### config.mk
export PLATFORM = sky130hd
export DESIGN_NAME = hazard_stall_unit
export DESIGN_NICKNAME = d
export VERILOG_FILES = /design/src/rtl/hazard_stall_unit_pkg.sv /design/src/rtl/hazard_stall_unit_sat_counter.sv /design/src/rtl/hazard_stall_unit.sv
export SDC_FILE = /design/constraint.sdc
export NUM_CORES = 1
export LEC_CHECK = 0
export BUFFER_PORTS_ARGS = -buffer_cell sky130_fd_sc_hd__buf_4
export CORE_ASPECT_RATIO = 1.5
export CORE_MARGIN = 1
export CORE_UTILIZATION = 47
export CTS_CLUSTER_DIAMETER = 50
export DETAILED_ROUTE_END_ITERATION = 8
export PLACE_DENSITY = 0.76
export REMOVE_ABC_BUFFERS = 1
export SLEW_MARGIN = 20
export SYNTH_ARGS = -nofsm -noshare
export SYNTH_HDL_FRONTEND = slang
export SYNTH_SLANG_ARGS = --single-unit
### constraint.sdc
create_clock -name clk -period 2.2 [get_ports clk]
set_clock_uncertainty 0.2 [all_clocks]
set_input_delay 0.11 -clock clk [delete_from_list [all_inputs] [get_ports clk]]
set_output_delay 0.11 -clock clk [all_outputs]
set_load 0.03 [all_outputs]
### src/rtl/hazard_stall_unit_pkg.sv
// Shared types for the hazard stall/flush controller.
// State encoding and the hard-wired zero register address.
package hazard_stall_unit_pkg;

  typedef enum logic [1:0] {
    RUN      = 2'd0,
    MEM_WAIT = 2'd1,
    ERROR    = 2'd2
  } hsu_state_e;

  localparam int unsigned X0 = 0;

endpackage

### src/rtl/hazard_stall_unit_sat_counter.sv
// Saturating up-counter used for the stall and flush statistics.
// Holds at all-ones instead of wrapping.
module sat_counter #(
  parameter int Width = 16
) (
  input  logic             clk,
  input  logic             arst,
  input  logic             inc,
  output logic [Width-1:0] count
);

  always_ff @(posedge clk or posedge arst) begin
    if (arst) begin
      count <= '0;
    end else if (inc && (count != '1)) begin
      count <= count + Width'(1);
    end
  end

endmodule

### src/rtl/hazard_stall_unit.sv
// Stall/flush controller: load-use, taken-branch flush and
// data-memory wait freeze with timeout watchdog and counters.
module hazard_stall_unit
  import hazard_stall_unit_pkg::*;
#(
  parameter int AddressSize  = 5,
  parameter int CounterWidth = 16,
  parameter int MemTimeout   = 64
) (
  input  logic                    clk,
  input  logic                    arst,
  input  logic [AddressSize-1:0]  Rs1ID,
  input  logic [AddressSize-1:0]  Rs2ID,
  input  logic                    useRs1ID,
  input  logic                    useRs2ID,
  input  logic [AddressSize-1:0]  EXRegisterRd,
  input  logic                    memReadEX,
  input  logic                    branchTakenEX,
  input  logic                    memReqMem,
  input  logic                    memReadyMem,
  output logic                    pcWrite,
  output logic                    ifidWrite,
  output logic                    ifidFlush,
  output logic                    idexWrite,
  output logic                    idexBubble,
  output logic                    exmemWrite,
  output logic                    memwbBubble,
  output logic                    memError,
  output logic [CounterWidth-1:0] stallCycles,
  output logic [CounterWidth-1:0] flushCount
);

  localparam int WaitW = $clog2(MemTimeout);
  localparam logic [WaitW-1:0] WaitLast =
    WaitW'(MemTimeout - 1);

  hsu_state_e       state;
  logic [WaitW-1:0] waitCnt;
  logic             loadUse;
  logic             memWait;
  logic             stallInc;
  logic             flushInc;

  assign memWait = memReqMem && !memReadyMem;

  assign loadUse = memReadEX
    && (EXRegisterRd != AddressSize'(X0))
    && ((useRs1ID && (Rs1ID == EXRegisterRd))
     || (useRs2ID && (Rs2ID == EXRegisterRd)));

  always_comb begin
    pcWrite     = 1'b1;
    ifidWrite   = 1'b1;
    ifidFlush   = 1'b0;
    idexWrite   = 1'b1;
    idexBubble  = 1'b0;
    exmemWrite  = 1'b1;
    memwbBubble = 1'b0;
    stallInc    = 1'b0;
    flushInc    = 1'b0;
    unique case (state)
      RUN: begin
        if (memWait) begin
          pcWrite     = 1'b0;
          ifidWrite   = 1'b0;
          idexWrite   = 1'b0;
          exmemWrite  = 1'b0;
          memwbBubble = 1'b1;
        end else if (branchTakenEX) begin
          ifidFlush  = 1'b1;
          idexBubble = 1'b1;
          flushInc   = 1'b1;
        end else if (loadUse) begin
          pcWrite    = 1'b0;
          ifidWrite  = 1'b0;
          idexBubble = 1'b1;
          stallInc   = 1'b1;
        end
      end
      MEM_WAIT: begin
        stallInc = 1'b1;
        // The ready cycle releases the pipeline immediately.
        if (!memReadyMem) begin
          pcWrite     = 1'b0;
          ifidWrite   = 1'b0;
          idexWrite   = 1'b0;
          exmemWrite  = 1'b0;
          memwbBubble = 1'b1;
        end
      end
      default: begin
        pcWrite     = 1'b0;
        ifidWrite   = 1'b0;
        idexWrite   = 1'b0;
        exmemWrite  = 1'b0;
        memwbBubble = 1'b1;
      end
    endcase
    if (arst) begin
      pcWrite     = 1'b0;
      ifidWrite   = 1'b0;
      ifidFlush   = 1'b0;
      idexWrite   = 1'b0;
      idexBubble  = 1'b0;
      exmemWrite  = 1'b0;
      memwbBubble = 1'b0;
      stallInc    = 1'b0;
      flushInc    = 1'b0;
    end
  end

  always_ff @(posedge clk or posedge arst) begin
    if (arst) begin
      state    <= RUN;
      waitCnt  <= '0;
      memError <= 1'b0;
    end else begin
      unique case (state)
        RUN: begin
          if (memWait) begin
            state   <= MEM_WAIT;
            waitCnt <= WaitW'(1);
          end
        end
        MEM_WAIT: begin
          if (memReadyMem) begin
            state   <= RUN;
            waitCnt <= '0;
          end else if (waitCnt == WaitLast) begin
            state    <= ERROR;
            memError <= 1'b1;
          end else begin
            waitCnt <= waitCnt + WaitW'(1);
          end
        end
        ERROR: begin
          state <= ERROR;
        end
        default: begin
          state <= ERROR;
        end
      endcase
    end
  end

  sat_counter #(.Width(CounterWidth)) u_stall (
    .clk   (clk),
    .arst  (arst),
    .inc   (stallInc),
    .count (stallCycles)
  );

  sat_counter #(.Width(CounterWidth)) u_flush (
    .clk   (clk),
    .arst  (arst),
    .inc   (flushInc),
    .count (flushCount)
  );

endmodule

==> impl_metrics.py <==
metrics = {
    "run_status": {
        "status": "completed",
    },
    "floorplan": {
        "start_util_pct": 49.32,
        "core_um2": 4579,
        "die_area_um2": 5092,
        "fp.dieH_um": 86.90,
        "rows": 30,
        "die_width_um": 58.60,
        "io_pins": 63,
    },
    "routing": {
        "dr.pass1.iters": 6,
        "num_vias": 1958,
        "wl_um": 5136,
        "drc_errors": 0,
        "wl_per_cell_um": 13.88,
        "drt_iter0_drc": 46,
        "detail-route-antenna-nets": 0,
        "viasPerCell": 5.292,
    },
    "sta": {
        "slew_viol_final": 0,
        "hold_viol_final": 0,
        "finalSetupViolations": 0,
        "fin_crit_ns": 2.135,
        "worst_pin_slew_ns": 0.5286,
        "relSlewSlack_pct": 64.72,
        "fmax_mhz": 468.4,
        "rsz0062_at_grt": "true",
        "finalCritPeriodShare_pct": 97.04,
    },
    "power_and_ir_drop": {
        "power.leakage_uw": 0.001565,
        "power_uw": 1365,
        "power.ir.vdd_worst_mv": 0.4121,
        "powerDensity_nw_per_um2": 434.5,
    },
    "yosys": {
        "yosysSeqAreaShare_pct": 45.43,
        "ys_ff_latch": 41,
        "avgSynthCellArea_um2": 10.50,
        "synth_cell_type_count": 41,
        "netlist_area_um2": 2258,
        "synthArstFlopShare_pct": 100.0,
        "synth_edf_count": 0,
        "ys.flop_type": "dfrtp_1",
        "ys_warn_count": 0,
        "netlist_instances": 215,
    },
    "global_routing": {
        "grt_use_total_pct": 21.85,
        "grt_max_degree": 31,
        "grt_pass1_wl_um": 8452,
        "grt-ovfl-total": 0,
        "grt_pass1_vias": 1907,
        "antenna_found_initial": 0,
    },
    "worst_setup_path": {
        "rr_startpoint": "state[1]",
        "startpoint_type": "flop",
        "startpoint": "state[1]",
        "cp_max_fo": 10,
        "rr_endpoint": "u_stall.count[11]",
        "critPathKind": "reg -> reg",
        "crit_required_ns": 2.22,
        "critPathCapture": "u_stall.count[11]",
        "r2r_slack_ns": 0.07,
        "cp.arrival_ns": 2.15,
        "worst_r2r_path_depth": 7,
        "crit_path_end_kind": "flop",
    },
    "clock_tree": {
        "clk_pin_slew_worst_paths_ns": 0.08,
        "htree_levels": 2,
        "cts_buffers": 5,
        "cts_tree": "yes",
        "clk_path_buf_depth": 2,
        "clock-sinks": 41,
        "worst_skew_pair.late_latency_ns": 0.30,
        "root_buffer": "clkbuf_8",
        "postCtsSetupBuffers": 0,
    },
    "layout": {
        "finalCoreUtilization_pct": 68.58,
        "insertedDiodeCount": 0,
        "fill_cells": 391,
        "drive_gt1_share_pct": 38.24,
        "finalInstanceArea_um2": 3141,
        "finalNetCount": 332,
        "instances_no_fill": 370,
        "syn_to_final_growth_pct": 39.06,
    },
    "place": {
        "placed_cells": 360,
        "routabilityCongestion": 0.8119,
        "io_buffer_count": 62,
        "placed_area_um2": 2974,
        "hpwlAfterDp_um": 3819,
    },
    "worst_hold_path": {
        "hp-class": "in -> reg",
    },
    "run": {
        "cap_viol_max_count": 0,
    },
}
area by class of cell:
class | instances | area [um^2] | share of cell area [%]
clock inverters | 1 | 7.507 | 0.2390
multi-input cells | 162 | 1209 | 38.49
repair buffers | 91 | 715.7 | 22.79
inverters | 5 | 18.77 | 0.5976
well taps | 64 | 80.08 | 2.550
flip-flops and latches | 41 | 1027 | 32.71
clock buffers | 6 | 82.58 | 2.629
placed cells by master, fill, tap and decap left out, drive strengths merged, types with 2 or more instances in the layout:
cell type    instances
a21oi                2
and3                10
and4                 4
buf                 88
clkbuf               6
dfrtp               41
dlygate4sd3          3
ha                   3
inv                  5
mux2                 2
nand2               13
nand3               19
nand4                2
nor2                18
nor2b                3
nor3                 7
nor4                 8
nor4b                3
o21ai               10
o31ai                4
xnor2               14
xor2                26
where the power goes:
part	internal, uW	total (uW)	switching [uW]
sequential	754	755	1.54
combinational	49.6	98.8	49.2
clock	248	510	262
total	1050	1360	313
registers in the layout, summed over array words and instances (netlist names):
name / cells
u_flush.count: 16
u_stall.count: 16
waitCnt: 6
state: 2
memError: 1
synthesized netlist by cell type, types with 4 or more instances:
cell type | number | area [um^2]
inv_1 | 5 | 18.77
o31ai_1 | 4 | 30.03
and3_1 | 10 | 62.56
xor2_1 | 26 | 227.7
nor2_1 | 17 | 63.81
nand3_1 | 18 | 90.09
nor4_1 | 4 | 25.02
dfrtp_1 | 41 | 1026
xnor2_1 | 14 | 122.6
buf_4 | 4 | 30.03
nand2_1 | 13 | 48.80
o21ai_0 | 10 | 50.05
and4_1 | 4 | 35.03
nor3_1 | 7 | 35.03
what timing repair did:
action | 4_1_cts | 5_1_grt
resized for setup | 1 | 12
hold endpoints to repair | 13 | 0
setup endpoints to repair | 1 | 16
hold buffers | 3 | 0
pin swaps | 0 | 1
cell families after synthesis:
family                   share of synthesized area, %
multiplexers                                   0.9972
buffers and inverters                           3.047
flip-flops                                      45.43
adder cells (fa/ha/maj)                         1.662
AND/OR/NAND/NOR                                 24.88
XOR/XNOR                                        15.51
AO/OA/AOI/OAI                                   8.478
metal layers:
layer	GRT usage (%)	share of wire, %	wire length, um
met4	9.524	2.0	104
met3	5.201	5.5	282
met5	0	0	0
met2	37.51	53	2727
met1	25.63	39	2022
worst min-delay path by stage:
stage          slack [ns]                 to  cells past startpoint        start
2_1_floorplan      -0.006           state[0]                      1  memReadyMem
3_3_place_gp         0.03  u_stall.count[11]                      2         arst
3_5_place_dp         0.05  u_stall.count[11]                      2         arst
4_1_cts             0.006         waitCnt[3]                      4  memReadyMem
5_1_grt              0.02         waitCnt[1]                      4  memReadyMem
6_report             0.01         waitCnt[1]                      4  memReadyMem
critical path, cell delays in order (launching register included):
cell	delay, ns
dfrtp_2	0.45
nor2_8	0.13
nand3_4	0.08
or3_4	0.39
a2bb2oi_4	0.17
buf_12	0.15
nor4b_2	0.30
xor2_1	0.18
stage by stage:
stage	hold WS, ns	worst slack [ns]	TNS (ns)
3_5_place_dp	0.04598	-0.02282	-0.02282
6_report	0.01029	0.06506	0
5_1_grt	0.02139	-0.003825	-0.004326
3_3_place_gp	0.03198	0.09002	0
4_1_cts	0.005848	0.009654	0
2_1_floorplan	-0.005627	-1.526	-3.426
No activity file was read; power rests on OpenSTA's default activity.
